$ cat src/rtl/hold_line_pkg.sv
// Shared encodings and limits for the hold-line serial transmitter.
package hold_line_pkg;
    localparam logic [1:0] ST_IDLE  = 2'd0;
    localparam logic [1:0] ST_START = 2'd1;
    localparam logic [1:0] ST_DATA  = 2'd2;
    localparam logic [1:0] ST_STOP  = 2'd3;

    localparam int   HOLD_MIN  = 10;
    localparam logic LINE_IDLE = 1'b1;
endpackage

$ cat src/rtl/hold_timer.sv
// Per-bit hold counter: counts 0..HOLD-1 while running and flags the last cycle.
module hold_timer
    import hold_line_pkg::*;
#(
    parameter int CNT_W = 4,
    parameter int HOLD  = 12
) (
    input  logic clk,
    input  logic rst,
    input  logic clear,
    input  logic run,
    output logic expire
);
    localparam logic [CNT_W-1:0] LAST = CNT_W'(HOLD - 1);

    logic [CNT_W-1:0] count;

    assign expire = run && (count == LAST);

    // NOTE: state registers use non-blocking assignments so every flop samples pre-edge values.
    always_ff @(posedge clk) begin
        if (rst || clear) begin
            count <= '0;
        end else if (run) begin
            count <= expire ? '0 : count + 1'b1;
        end
    end
endmodule

$ cat src/rtl/hold_line_tx.sv
// Frame transmitter: start bit, DATA_W data bits LSB first, stop bit, each held HOLD clocks.
module hold_line_tx
    import hold_line_pkg::*;
#(
    parameter int DATA_W = 8,
    parameter int HOLD   = 12,
    parameter int CNT_W  = 4
) (
    input  logic              clk,
    input  logic              rst,
    input  logic [DATA_W-1:0] data,
    input  logic              valid,
    output logic              ready,
    output logic              q,
    output logic              busy
);
    localparam int              IDX_W    = (DATA_W > 1) ? $clog2(DATA_W) : 1;
    localparam logic [IDX_W-1:0] IDX_LAST = IDX_W'(DATA_W - 1);

    generate
        if (HOLD < HOLD_MIN) begin : g_bad_hold
            $error("hold_line_tx: HOLD must be at least %0d", HOLD_MIN);
        end
        if ((2 ** CNT_W) < HOLD) begin : g_bad_cnt
            $error("hold_line_tx: CNT_W too narrow for HOLD");
        end
        if (DATA_W < 1 || DATA_W > 16) begin : g_bad_width
            $error("hold_line_tx: DATA_W must be 1..16");
        end
    endgenerate

    logic [1:0]        state;
    logic [DATA_W-1:0] shift;
    logic [DATA_W-1:0] shift_nx;
    logic [IDX_W-1:0]  idx;
    logic              accept;
    logic              expire;

    assign accept   = valid & ready;
    assign shift_nx = shift >> 1;

    // busy is high exactly while a frame phase is running, so it gates the timer.
    hold_timer #(.CNT_W(CNT_W), .HOLD(HOLD)) u_timer (
        .clk    (clk),
        .rst    (rst),
        .clear  (accept),
        .run    (busy),
        .expire (expire)
    );

    always_ff @(posedge clk) begin
        if (rst) begin
            state <= ST_IDLE;
            q     <= LINE_IDLE;
            ready <= 1'b1;
            busy  <= 1'b0;
            idx   <= '0;
            shift <= '0;
        end else begin
            case (state)
                ST_IDLE: begin
                    if (accept) begin
                        shift <= data;
                        idx   <= '0;
                        state <= ST_START;
                        q     <= 1'b0;
                        ready <= 1'b0;
                        busy  <= 1'b1;
                    end
                end
                ST_START: begin
                    if (expire) begin
                        state <= ST_DATA;
                        q     <= shift[0];
                    end
                end
                ST_DATA: begin
                    if (expire) begin
                        shift <= shift_nx;
                        if (idx == IDX_LAST) begin
                            idx   <= '0;
                            state <= ST_STOP;
                            q     <= LINE_IDLE;
                        end else begin
                            idx <= idx + 1'b1;
                            q   <= shift_nx[0];
                        end
                    end
                end
                ST_STOP: begin
                    if (expire) begin
                        state <= ST_IDLE;
                        ready <= 1'b1;
                        busy  <= 1'b0;
                    end
                end
                default: begin
                    state <= ST_IDLE;
                    q     <= LINE_IDLE;
                    ready <= 1'b1;
                    busy  <= 1'b0;
                end
            endcase
        end
    end
endmodule

$ cat config.mk
export PLATFORM = sky130hd
export DESIGN_NAME = hold_line_tx
export DESIGN_NICKNAME = d
export VERILOG_FILES = /design/src/rtl/hold_line_pkg.sv /design/src/rtl/hold_timer.sv /design/src/rtl/hold_line_tx.sv
export SDC_FILE = /design/constraint.sdc
export NUM_CORES = 1
export LEC_CHECK = 0
export BUFFER_PORTS_ARGS = -buffer_cell sky130_fd_sc_hd__clkbuf_2
export CAP_MARGIN = 30
export CORE_AREA = 3 3 52 54
export DETAILED_ROUTE_END_ITERATION = 10
export DIE_AREA = 0 0 55 57
export MAX_ROUTING_LAYER = met4
export PLACE_DENSITY_LB_ADDON = 0.05
export SYNTH_ARGS = -nofsm -noshare
export SYNTH_HDL_FRONTEND = slang
export SYNTH_HIERARCHICAL = 1
export SYNTH_SLANG_ARGS = --single-unit
$ cat constraint.sdc
create_clock -name clk -period 1.6 [get_ports clk]
set_clock_uncertainty 0.05 [all_clocks]
set_input_delay 0.24 -clock clk [delete_from_list [all_inputs] [get_ports clk]]
set_output_delay 0.24 -clock clk [all_outputs]
set_load 0.05 [all_outputs]
==> impl_summary.md <==
Global routing
The number of antenna violations at the first check in global routing came to 0. Across every metal layer, demand over resource in global routing totals 16.7%. Summed over all layers, the global routing overflow is 0. The via count of the first global-routing pass is ~830. The first global-routing pass estimated between 3 and 4 mm of wire. The largest net degree at the start of global routing is 18.

Die
The site row count is 17. The width of the die is approximately 55 µm. The die is about 57 µm tall.

The core outline area is 2250 µm². In this run the count of I/O pins placed on the die edge is 14. Once the floorplan was initialized, standard cells occupied around half of the core. The area of the die is 3140 µm².

Worst setup path
The critical path capture point type is a flip-flop. In this run the worst setup path begins at u_timer/count[1]. The worst endpoint data arrival time is 1790 ps. The dominant delay contributor by cell family on the critical path is compound AO/OA/AOI/OAI gates. The worst setup path is launched from a flip-flop. For this run, the slowest stage of the critical path takes 370 ps. The reg-to-reg critical path startpoint is u_timer/count[1]. The cell with the biggest individual delay on the critical path is sky130_fd_sc_hd__dfxtp_2. The internal reg-to-reg setup slack is -4 ps. The required time of the critical path is about 1800 ps. The critical path start-end classification is flip-flop to flip-flop. The signal on the critical path passes through ha_4 > and4b_4 > o21ba_4 > a2111oi_4 > mux2i_1. The critical-path maximum fanout is 5. The critical path contains buffers and inverters numbering 0 combined.

Drt
Using the TritonRoute via totals, the vias-per-cell ratio works out to 5.75. The detail route stage leaves a number of antenna-violating nets equal to 0. The post-detailed-route DRC marker count is 0. The average detailed-routed wire length per instance is around 14 µm. The first-pass iteration count of the detailed router is 4. The detailed-route wire length is 2.29 mm. Detailed routing inserted a total of about 930 vias. After the first detailed-routing iteration, the DRC count stood at 28.

Clock tree
The later-pin clock latency in the skew report is 300 ps. The total number of clock tree sinks is 20. The level count of the clock H-tree is 1.

The clock slew at the register clock pins of the worst setup and hold paths is 110 ps. TritonCTS built the clock tree. The maximum count of clock buffers along a single path is 2. The CTS root buffer is sky130_fd_sc_hd__clkbuf_4. The number of CTS-inserted buffers is 3. The buffer count from post-CTS setup fixing is 0.

The total of hold buffers inserted after clock tree synthesis is 0.

Placement
During placement, the flow inserted port buffers numbering 13. The half-perimeter wire length after placement is 1.68 mm. The cell area after placement is 1270 µm². At the end of routability-driven placement, the weighted congestion stood at around 0.76.

Yosys
The unique cell type count in the Yosys netlist is 33. Summing the areas of all fa, ha and maj instances in the mapped netlist gives under 10% of the synthesized area. The synthesized netlist cell count is ~110. The share of synthesized cell area in and, or, nand and nor gates is between 10 and 15%.

The fraction of synthesis flops using an asynchronous set or reset pin is 0%. The count of flip-flops with a built-in enable after synthesis is 0. Synthesis inferred 20 register bits. The net count after synthesis is around 130. Summed over its instances, the top area cell type makes up approximately 36% of the synthesized netlist area. The yosys synthesis warning count is 6. The synthesized-area fraction occupied by ao, oa, aoi and oai cells is a little under a quarter. The mean cell area of the mapped netlist is approximately 10 µm². After synthesis, flip-flops and latches occupy a little over a third of the total area.

Ranked by total cell area, the synthesized netlist is headed by sky130_fd_sc_hd__dfxtp_1, sky130_fd_sc_hd__mux2i_1, sky130_fd_sc_hd__ha_1. The cell taking the most area after synthesis is sky130_fd_sc_hd__dfxtp_1. The post-synthesis instance area is 1120 µm². Of the post-synthesis cell area, the part taken by muxes is about an eighth. The most common cell in the netlist is sky130_fd_sc_hd__dfxtp_1.

By count the netlist is led by sky130_fd_sc_hd__dfxtp_1, sky130_fd_sc_hd__a21oi_1, sky130_fd_sc_hd__mux2i_1. Of the total synthesized cell area, the portion taken by XOR and XNOR cells is less than 1%. The largest family of logic cells by synthesized area is compound AO/OA/AOI/OAI gates. Among all flip-flop cells after synthesis, the most frequent one is sky130_fd_sc_hd__dfxtp_1.

Outcome
The checks that failed: negative setup slack. The run finished, with violations left.

STA
The slew at the pin closest to its max-slew limit is approximately 340 ps. Subtracting the final worst setup slack from the clock period gives between 1500 and 2000 ps. The final hold slack is approximately 210 ps. Setup violations remaining at the end of the flow were counted as 2. The worst path uses 100% of the clock period. The max-slew violation count is 0.

The slack of the critical path is -3.67 ps. The final count of hold timing violations is 0. The relative slew slack is between 70% and 80%. For this run, the top clock speed supported by timing is about 620 MHz. Setup repair after global routing could not meet its margin everywhere.

Cells and area
The final layout net count is about 150. The fraction of final layout cells with drive strength greater than 1 is between 30% and 40%. 0 antenna diodes ended up in the layout. The area growth from synthesis to layout is 22.2%. The post-route cell area is roughly 1400 µm².

Hold path
The path class of the tightest hold or removal check is input pin to flip-flop. The startpoint identified for the worst hold timing path is data[3].

Power and ir drop
Of the total power, the clock network draws a little over an eighth. The cell-internal power is 1.36 mW. The switching power share of the total is 40.1%. Power spread over the standard cell area amounts to 1650 nW/µm². The switching power total is 0.911 mW. Combinational logic burns a little under three fifths of the power. IR analysis of the VDD net gives a maximum drop of a little under 1 mV. The leakage power is ~0.56 nW.

The share of total power dissipated in sequential elements is 31.8%.

Flow run
The count of max-cap constraint violations is 0.
## flip-flops by register name (all words and copies together) (netlist names)
| register | flops |
|---|---|
| u_timer/count | 4 |
| q | 1 |
| shift | 8 |
| ready | 1 |
| state | 2 |
| busy | 1 |
| idx | 3 |
## logic make-up (layout without fill, tap and decap cells)
group | after synthesis | after routing
fa+ha+maj | 8 | 8
compound gates | 36 | 36
xor+xnor | 1 | 1
mux | 14 | 14
simple gates | 23 | 23
flops | 20 | 20
buf+inv | 10 | 31
## final cells by class
type                            instances  area, µm²
Fill cell                             208        882
Multi-Input combinational cell         82        722
Sequential cell                        20        412
Timing Repair Buffer                   23        153
Clock buffer                            4       36.3
Tap cell                               28       35.0
Inverter                                4       15.0
## what timing repair did
action / CTS / global route
pin swaps: 1 / 3
resized for setup: 3 / 12
endpoints found under the setup margin: 4 / 15
## worst paths after layout
kind	to	cells past startpoint
worst max-delay path	state[1]	5
worst min-delay path	shift[3]	3
worst max register to register	state[1]	5
worst min register to register	shift[7]	2
## placed cells by master (no fill, tap or decap), types with 2 or more instances in the layout
cell type and count:
sky130_fd_sc_hd__a21oi_1 13, sky130_fd_sc_hd__a311oi_1 6, sky130_fd_sc_hd__a311oi_2 2, sky130_fd_sc_hd__buf_4 9, sky130_fd_sc_hd__clkbuf_2 13, sky130_fd_sc_hd__clkbuf_4 3, sky130_fd_sc_hd__dfxtp_1 15, sky130_fd_sc_hd__dfxtp_2 3
sky130_fd_sc_hd__dfxtp_4 2, sky130_fd_sc_hd__ha_1 5, sky130_fd_sc_hd__ha_2 2, sky130_fd_sc_hd__inv_1 4, sky130_fd_sc_hd__mux2i_1 12, sky130_fd_sc_hd__nand2_1 3, sky130_fd_sc_hd__nand2b_1 4, sky130_fd_sc_hd__nand4_1 3
sky130_fd_sc_hd__nor2_1 2, sky130_fd_sc_hd__nor3_1 3, sky130_fd_sc_hd__o21ai_0 5, sky130_fd_sc_hd__o21bai_1 2
## power by group through the flow
| stage | registers (mW) | clock network (mW) | logic, mW |
|---|---|---|---|
| after floorplan | 0.777 | 0 | 0.827 |
| after global placement | 0.713 | 0 | 1.10 |
| after detailed placement | 0.716 | 0 | 1.12 |
| after CTS | 0.709 | 0.313 | 1.14 |
| after global routing | 0.739 | 0.330 | 1.37 |
| final | 0.721 | 0.296 | 1.25 |
## metal layers
layer	routed length [µm]	share of wire, %	track usage (%)	vias up
li1	-	-	-	468
met1	1140	50	24.0	431
met2	1010	44	22.8	21
met3	88	3.8	2.35	5
met4	53	2.3	7.29	0
met5	0	0	-	-
## worst min-delay path, stage by stage
cell                       delay, ps
sky130_fd_sc_hd__clkbuf_2         80
sky130_fd_sc_hd__mux2i_1         110
sky130_fd_sc_hd__a311oi_1         90
## stage by stage
stage	setup WS, ps	total power, mW	TNS (ps)	util [%]	instances
after floorplan	37.8	1.60	0	-	112
after global placement	42.6	1.82	0	56.4	157
after detailed placement	-14.3	1.84	-23.9	56.4	157
after CTS	3.09	2.16	0	58.3	161
after global routing	-108	2.44	-255	60.9	161
final	-3.67	2.27	-5.71	60.9	161
(Power assumes the default switching activity.)
